`config.mk`:
```
export PLATFORM = sky130hd
export DESIGN_NAME = register_arbiter
export DESIGN_NICKNAME = d
export VERILOG_FILES = /design/src/rtl/register_arbiter.sv
export SDC_FILE = /design/constraint.sdc
export NUM_CORES = 1
export LEC_CHECK = 0
export ABC_CLOCK_PERIOD_IN_PS = 3100
export CORE_MARGIN = 3
export CORE_UTILIZATION = 39
export DETAILED_ROUTE_END_ITERATION = 8
export GPL_TIMING_DRIVEN = 0
export PLACE_DENSITY_LB_ADDON = 0.25
export SKIP_CTS_REPAIR_TIMING = 1
export SLEW_MARGIN = 20
export SYNTH_ARGS = -nofsm -noshare
export SYNTH_HDL_FRONTEND = slang
export SYNTH_SLANG_ARGS = --single-unit
export TNS_END_PERCENT = 50
```
`constraint.sdc`:
```
create_clock -name clk -period 3.1 [get_ports clk]
set_input_delay 0.465 -clock clk [delete_from_list [all_inputs] [get_ports clk]]
set_output_delay 0.465 -clock clk [all_outputs]
set_load 0.03 [all_outputs]
```
`src/rtl/register_arbiter.sv`:
```
`default_nettype none
// ============================================================================
// Module      : register_arbiter (with helper cell register_bit)
// Description : Shares one 16-bit storage register between two requesters.
//               Requests are arbitrated round-robin and each granted access
//               runs as a fixed IDLE -> GRANT -> DONE transaction. The block
//               owns the register's load/in pins and supplies its reset.
// Ports       : clk            rising-edge clock
//               rst_n          synchronous active-low reset
//               req[1:0]       per-requester request
//               we[1:0]        per-requester write enable (used in GRANT)
//               wdata0/wdata1  per-requester write data (used in GRANT)
//               gnt[1:0]       one-hot grant, high in GRANT and DONE
//               done[1:0]      one-cycle completion pulse in DONE
//               busy           high whenever the FSM is not IDLE
//               out[15:0]      current register contents (signed)
// Revision    : 1.0 - initial release
// ============================================================================

// ----------------------------------------------------------------------------
// register_bit : single storage cell with load enable and no reset.
// ----------------------------------------------------------------------------
module register_bit (
    input  logic clk,
    input  logic load,
    input  logic d,
    output logic q
);

    always_ff @(posedge clk) begin
        if (load) begin
            q <= d;
        end
    end

endmodule

module register_arbiter (
    input  logic               clk,
    input  logic               rst_n,
    input  logic        [1:0]  req,
    input  logic        [1:0]  we,
    input  logic        [15:0] wdata0,
    input  logic        [15:0] wdata1,
    output logic        [1:0]  gnt,
    output logic        [1:0]  done,
    output logic               busy,
    output logic signed [15:0] out
);

    typedef enum logic [1:0] {
        IDLE  = 2'd0,
        GRANT = 2'd1,
        DONE  = 2'd2
    } state_t;

    state_t      r_state;
    state_t      w_state_next;
    logic        r_win;          // requester owning the current transaction
    logic        w_win_next;
    logic        r_last;         // most recent winner, loses the next tie
    logic        w_reg_load;
    logic [15:0] w_reg_in;
    logic [15:0] w_reg_q;

    // ------------------------------------------------------------------------
    // State, winner and pointer registers. gnt/done/busy are registered from
    // the next-state decode so they change only on clock edges.
    // ------------------------------------------------------------------------
    always_ff @(posedge clk) begin
        if (!rst_n) begin
            r_state <= IDLE;
            r_win   <= 1'b0;
            r_last  <= 1'b1;
            gnt     <= 2'b00;
            done    <= 2'b00;
            busy    <= 1'b0;
        end else begin
            r_state <= w_state_next;
            r_win   <= w_win_next;
            if (r_state == DONE) begin
                r_last <= r_win;
            end
            gnt  <= (w_state_next == GRANT || w_state_next == DONE)
                    ? (w_win_next ? 2'b10 : 2'b01) : 2'b00;
            done <= (w_state_next == DONE)
                    ? (w_win_next ? 2'b10 : 2'b01) : 2'b00;
            busy <= (w_state_next != IDLE);
        end
    end

    // ------------------------------------------------------------------------
    // Next-state, arbitration and register-port decode.
    // ------------------------------------------------------------------------
    always_comb begin
        w_state_next = r_state;
        w_win_next   = r_win;
        w_reg_load   = 1'b0;
        w_reg_in     = r_win ? wdata1 : wdata0;

        case (r_state)
            IDLE: begin
                case (req)
                    2'b01: begin
                        w_win_next   = 1'b0;
                        w_state_next = GRANT;
                    end
                    2'b10: begin
                        w_win_next   = 1'b1;
                        w_state_next = GRANT;
                    end
                    2'b11: begin
                        // Tie: whoever did not win last time goes first.
                        w_win_next   = ~r_last;
                        w_state_next = GRANT;
                    end
                    default: begin
                        w_state_next = IDLE;
                    end
                endcase
            end
            GRANT: begin
                // With we low this is a read slot: the register holds.
                w_reg_load   = r_win ? we[1] : we[0];
                w_state_next = DONE;
            end
            DONE: begin
                w_state_next = IDLE;
            end
            default: begin
                w_state_next = IDLE;
            end
        endcase

        // The storage cells have no reset; clear them through the load path.
        if (!rst_n) begin
            w_reg_load = 1'b1;
            w_reg_in   = 16'h0000;
        end
    end

    // ------------------------------------------------------------------------
    // Shared 16-bit register built from individual cells.
    // ------------------------------------------------------------------------
    generate
        for (genvar i = 0; i < 16; i++) begin : g_bits
            register_bit u_bit (
                .clk  (clk),
                .load (w_reg_load),
                .d    (w_reg_in[i]),
                .q    (w_reg_q[i])
            );
        end
    endgenerate

    assign out = w_reg_q;

endmodule
`default_nettype wire
```
# Word-level counts from Yosys, hierarchy flattened
# Cells that the tools add are included.
[totals] regBits=25 elab_cells=45 output_inout_bits=21
[classes] bitwise=1 reduce_logical=6 eq_ne=7 mux=9
[ops] op="$mux 16" count=1
[ops] op="$eq 2x2->1 const B" count=4
[ops] op="$eq 2x1->1 const B" count=3
[ops] op="$mux 1" count=5
[ops] op="$pmux 2 s2" count=1
[ops] op="$reduce_and 2->1" count=2
[ops] op="$pmux 1 s3" count=1
[ops] op="$reduce_or 3->1" count=1
[ops] op="$logic_not 2->1" count=1
[ops] op="$mux 2" count=1
[ops] op="$reduce_bool 2->1" count=1
[ops] op="$logic_or 1x1->1" count=1
[ops] op="$not 1->1" count=1

# Logic depth before layout (Yosys ltp)
[depth] depth_word=7 ltp_mapped=5 ltp_nobuf=5

# Cells and area by module
# Synthesis repeated with hierarchy kept, for this count alone.
[unflattened] hier_cells=83 area_unflattened_um2=1039.7
[by_module_without_submodules] module="register_arbiter" seq_area_each_um2=180.2 cells_each=67 n_inst=1 area_per_inst_um2=559.3
[by_module_without_submodules] module="register_bit" seq_area_each_um2=30.0 cells_each=1 n_inst=16 area_per_inst_um2=30.0

# Worst setup path after synthesis
# No wires, ideal clock.
[synth_timing] path_type="reg2reg" startpoint="register r_win" endpoint="register g_bits[0].u_bit.q (enable)" setup_ns=0.411 setup_slack_ns=0.887 arrival_time_ns=1.802 period_less_slack_ns=2.213 path_stages_with_launch=4 path_buffers=1 path_cell_list="dfxtp_1 > buf_2 > mux2i_1 > o21ai_0"
[synth_via] elab_chain_len=3
[synth_rtl] item="start: declaration" line_no="59" source="logic r_win;"
[synth_rtl] item="start signal: assignment" line_no="80" source="r_win <= w_win_next;"
[synth_rtl] item="$mux 1" line_no="124" source="w_reg_load = r_win ? we[1] : we[0];"
[synth_rtl] item="$mux 1" line_no="101" source="case (r_state)"
[synth_rtl] item="$mux 1" line_no="136" source="if (!rst_n) begin"
[synth_rtl] item="named net g_bits[0].u_bit.load" line_no="25" source="input logic load,"
[synth_rtl] item="end signal: assignment" line_no="32" source="q <= d;"
[synth_rtl] item="end: declaration" line_no="27" source="output logic q"
# The timed path passes the listed nets, and every way through them passes these cells.
# A chain may end at the register's enable or synchronous reset.

# Worst setup path in the final report
[layout_timing] startpoint="register g_bits[12].u_bit.q" endpoint="output port out[12]"
[layout_lines] item="start: declaration" line_no="27"
[layout_lines] item="start signal: assignment" line_no="32"
[layout_lines] item="end: declaration" line_no="48" source="output logic signed [15:0] out"
# No word-level cell between the ends.

==> metrics.txt <==
synthesized cell area 1160 um2; total power 768 uW; crit start category flop; Final period util 61.5%; sequential area share after synthesis 57.0%; Crit Path Category reg2out; later-pin clock latency in the skew report 320 ps; htree depth 1; Slew HR 71.8%; CTS tree yes; ratio of cells with drive above 1 in the final layout 15.4%; area grow syn2layout 57.1%; Die Wd 60.5 um; Avg Cell Area, Syn 11.7 um2; Hold Worst Slack 507 ps; Core ar. 2810 um2; vias in the first global route 870; Ant. Diodes 0; largest net degree at the start of global routing 15; Initial DRT Pass Iterations 2; largest family of logic cells by synthesized area multiplexers; Synth Area in Compound Gates 2.59%; Final Skew 10.9 ps; Nets 202; CP endpoint kind output port; fraction of synthesized area in multiplexers 15.5%; final wirelength 2.49 mm; Syn Nets 138; final hold vios 0; Fillers 234; DIE AREA 3660 um2; Post-Synth Simple-Gate Area 11.4%; number of library cell types mapped by synthesis 20; first-pass GRT wire length 3.80 mm; DR WL/cell 12.9 um; Final Non-Filler Cells 193; cells after synthesis 99; Worst-Margin Slew 423 ps; PD cells 422 nW/um2; DRC 0; total grt overflow 0; Root Driver clkbuf_4; Synth Register Bits 25; Die H 60.5 um; setup tns final 0 ps; Num CTS Buffers 3; Fmax achieved 0.525 GHz; Initial DRC Count 5; Routed Antenna Nets 0; Post-DP HPWL 2.02 mm; via count 893; dpl cells 189; initial antenna violation count 0; CP required 2630 ps; GP Congestion 0.757; Global Route Usage Sum 14.2%; fin util 64.9%; Initial Util 41.3%; yosys warns 0; adder-cell share of the synthesized area 1.08%; CTS clk-pin slew, worst paths 140 ps; via/cell ratio 4.63; Hold WC Path Type reg2reg; unrepaired setup endpoints after global routing false; Port Buffers 58; # clock sinks 25; maximum vdd drop 0.353 mV; I/O pins 59; # setup viols final 0; Leak 0.718 nW; Max-Cap Viols 0; Final min period 1910 ps; outcome finished clean; peak fanout along the critical path 1; Std-Cell Rows 19; XOR/XNOR Fraction of Synth Area 0%; Worst EP arrival 1440 ps; CTS max path bufs 2; Final Slew Violations 0
## where the power goes
group / switching (mW) / total [mW] / internal (mW)
clock network: 0.0947 / 0.143 / 0.0483
registers: 0.00879 / 0.394 / 0.385
logic: 0.105 / 0.231 / 0.126
total: 0.209 / 0.768 / 0.559
## path summary, 6_finish.rpt
check / end / startpoint / slack, ps / depth (start not counted)
setup reg to reg: g_bits[5].u_bit.q / r_win / 1540 / 4
hold / removal: r_last / r_last / 510 / 2
hold reg to reg: r_last / r_last / 510 / 2
setup / recovery: out[12] / g_bits[12].u_bit.q / 1190 / 2
## cells in the final DEF, fill, tap and decap left out, drive strengths merged
cell	synthesis	routed
a21boi	1	1
a22oi	1	1
and2	1	1
buf	18	19
clkbuf	1	4
clkdlybuf4s50	0	58
clkinv	1	2
dfxtp	9	9
edfxtp	16	16
ha	1	1
inv	1	1
mux2i	18	18
nand2	2	2
nand2b	1	1
nand3b	1	1
nor2	22	22
nor2b	1	1
o21ai	2	2
or2b	1	1
or3b	1	1
## critical path, cell delays in order, from the launching register on
cell,delay [ps]
edfxtp_1,400
buf_4,140
clkdlybuf4s50_1,590
## final cells by class
cell class                 instances  area (um2)  area share [%]
inverter                           2        7.51           0.412
clock buffer                       3        22.5            1.24
multi-input combinational         53         359            19.7
buffer                            19         136            7.49
tap                               31        38.8            2.13
sequential                        25         661            36.3
timing repair buffer              59         592            32.5
clock inverter                     1        5.00           0.275
## Yosys cell counts
master / instances / area, um2
nor2_1: 22 / 82.6
mux2i_1: 18 / 180
buf_4: 17 / 128
edfxtp_1: 16 / 480
dfxtp_1: 9 / 180
nand2_1: 2 / 7.51
o21ai_0: 2 / 10.0
a21boi_0: 1 / 7.51
a22oi_2: 1 / 12.5
and2_1: 1 / 6.26
buf_2: 1 / 5.00
clkbuf_1: 1 / 3.75
clkinv_1: 1 / 3.75
ha_1: 1 / 12.5
inv_1: 1 / 3.75
nand2b_1: 1 / 6.26
nand3b_1: 1 / 7.51
nor2b_1: 1 / 6.26
or2b_1: 1 / 7.51
or3b_1: 1 / 8.76
## routing by layer
metal | wire length [um] | part of all wire [%] | global-route usage [%] | up-vias
met2 | 1420 | 57 | 27.5 | 23
met1 | 923 | 37 | 14.9 | 419
met4 | 29 | 1.2 | 4.95 | 0
met3 | 118 | 4.7 | 3.19 | 4
met5 | 0 | 0 | 0 | -
li1 | - | - | - | 447
## metrics by stage
| step | setup WS, ps | instance area, um2 |
|---|---|---|
| after CTS | 1170 | 1820 |
| after global routing | 1140 | 1820 |
| after floorplan | 887 | 1160 |
| after global placement | 21.9 | 1780 |
| after detailed placement | 1150 | 1790 |
| final | 1190 | 1820 |
## state kept, by name, indices dropped and copies added, names as in the netlist
register / cells
r_last: 1
r_win: 1
done: 2
g_bits.u_bit.q: 16
gnt: 2
busy: 1
r_state: 2
## kinds of logic (layout without fill, tap and decap cells)
family / after synthesis / in the layout
and+or+nand+nor: 30 / 30
DFF: 25 / 25
buffers and inverters: 21 / 84
muxes: 18 / 18
AOI/OAI and AO/OA: 4 / 4
adders and majority gates: 1 / 1
No activity file was read; power rests on OpenSTA's default activity.
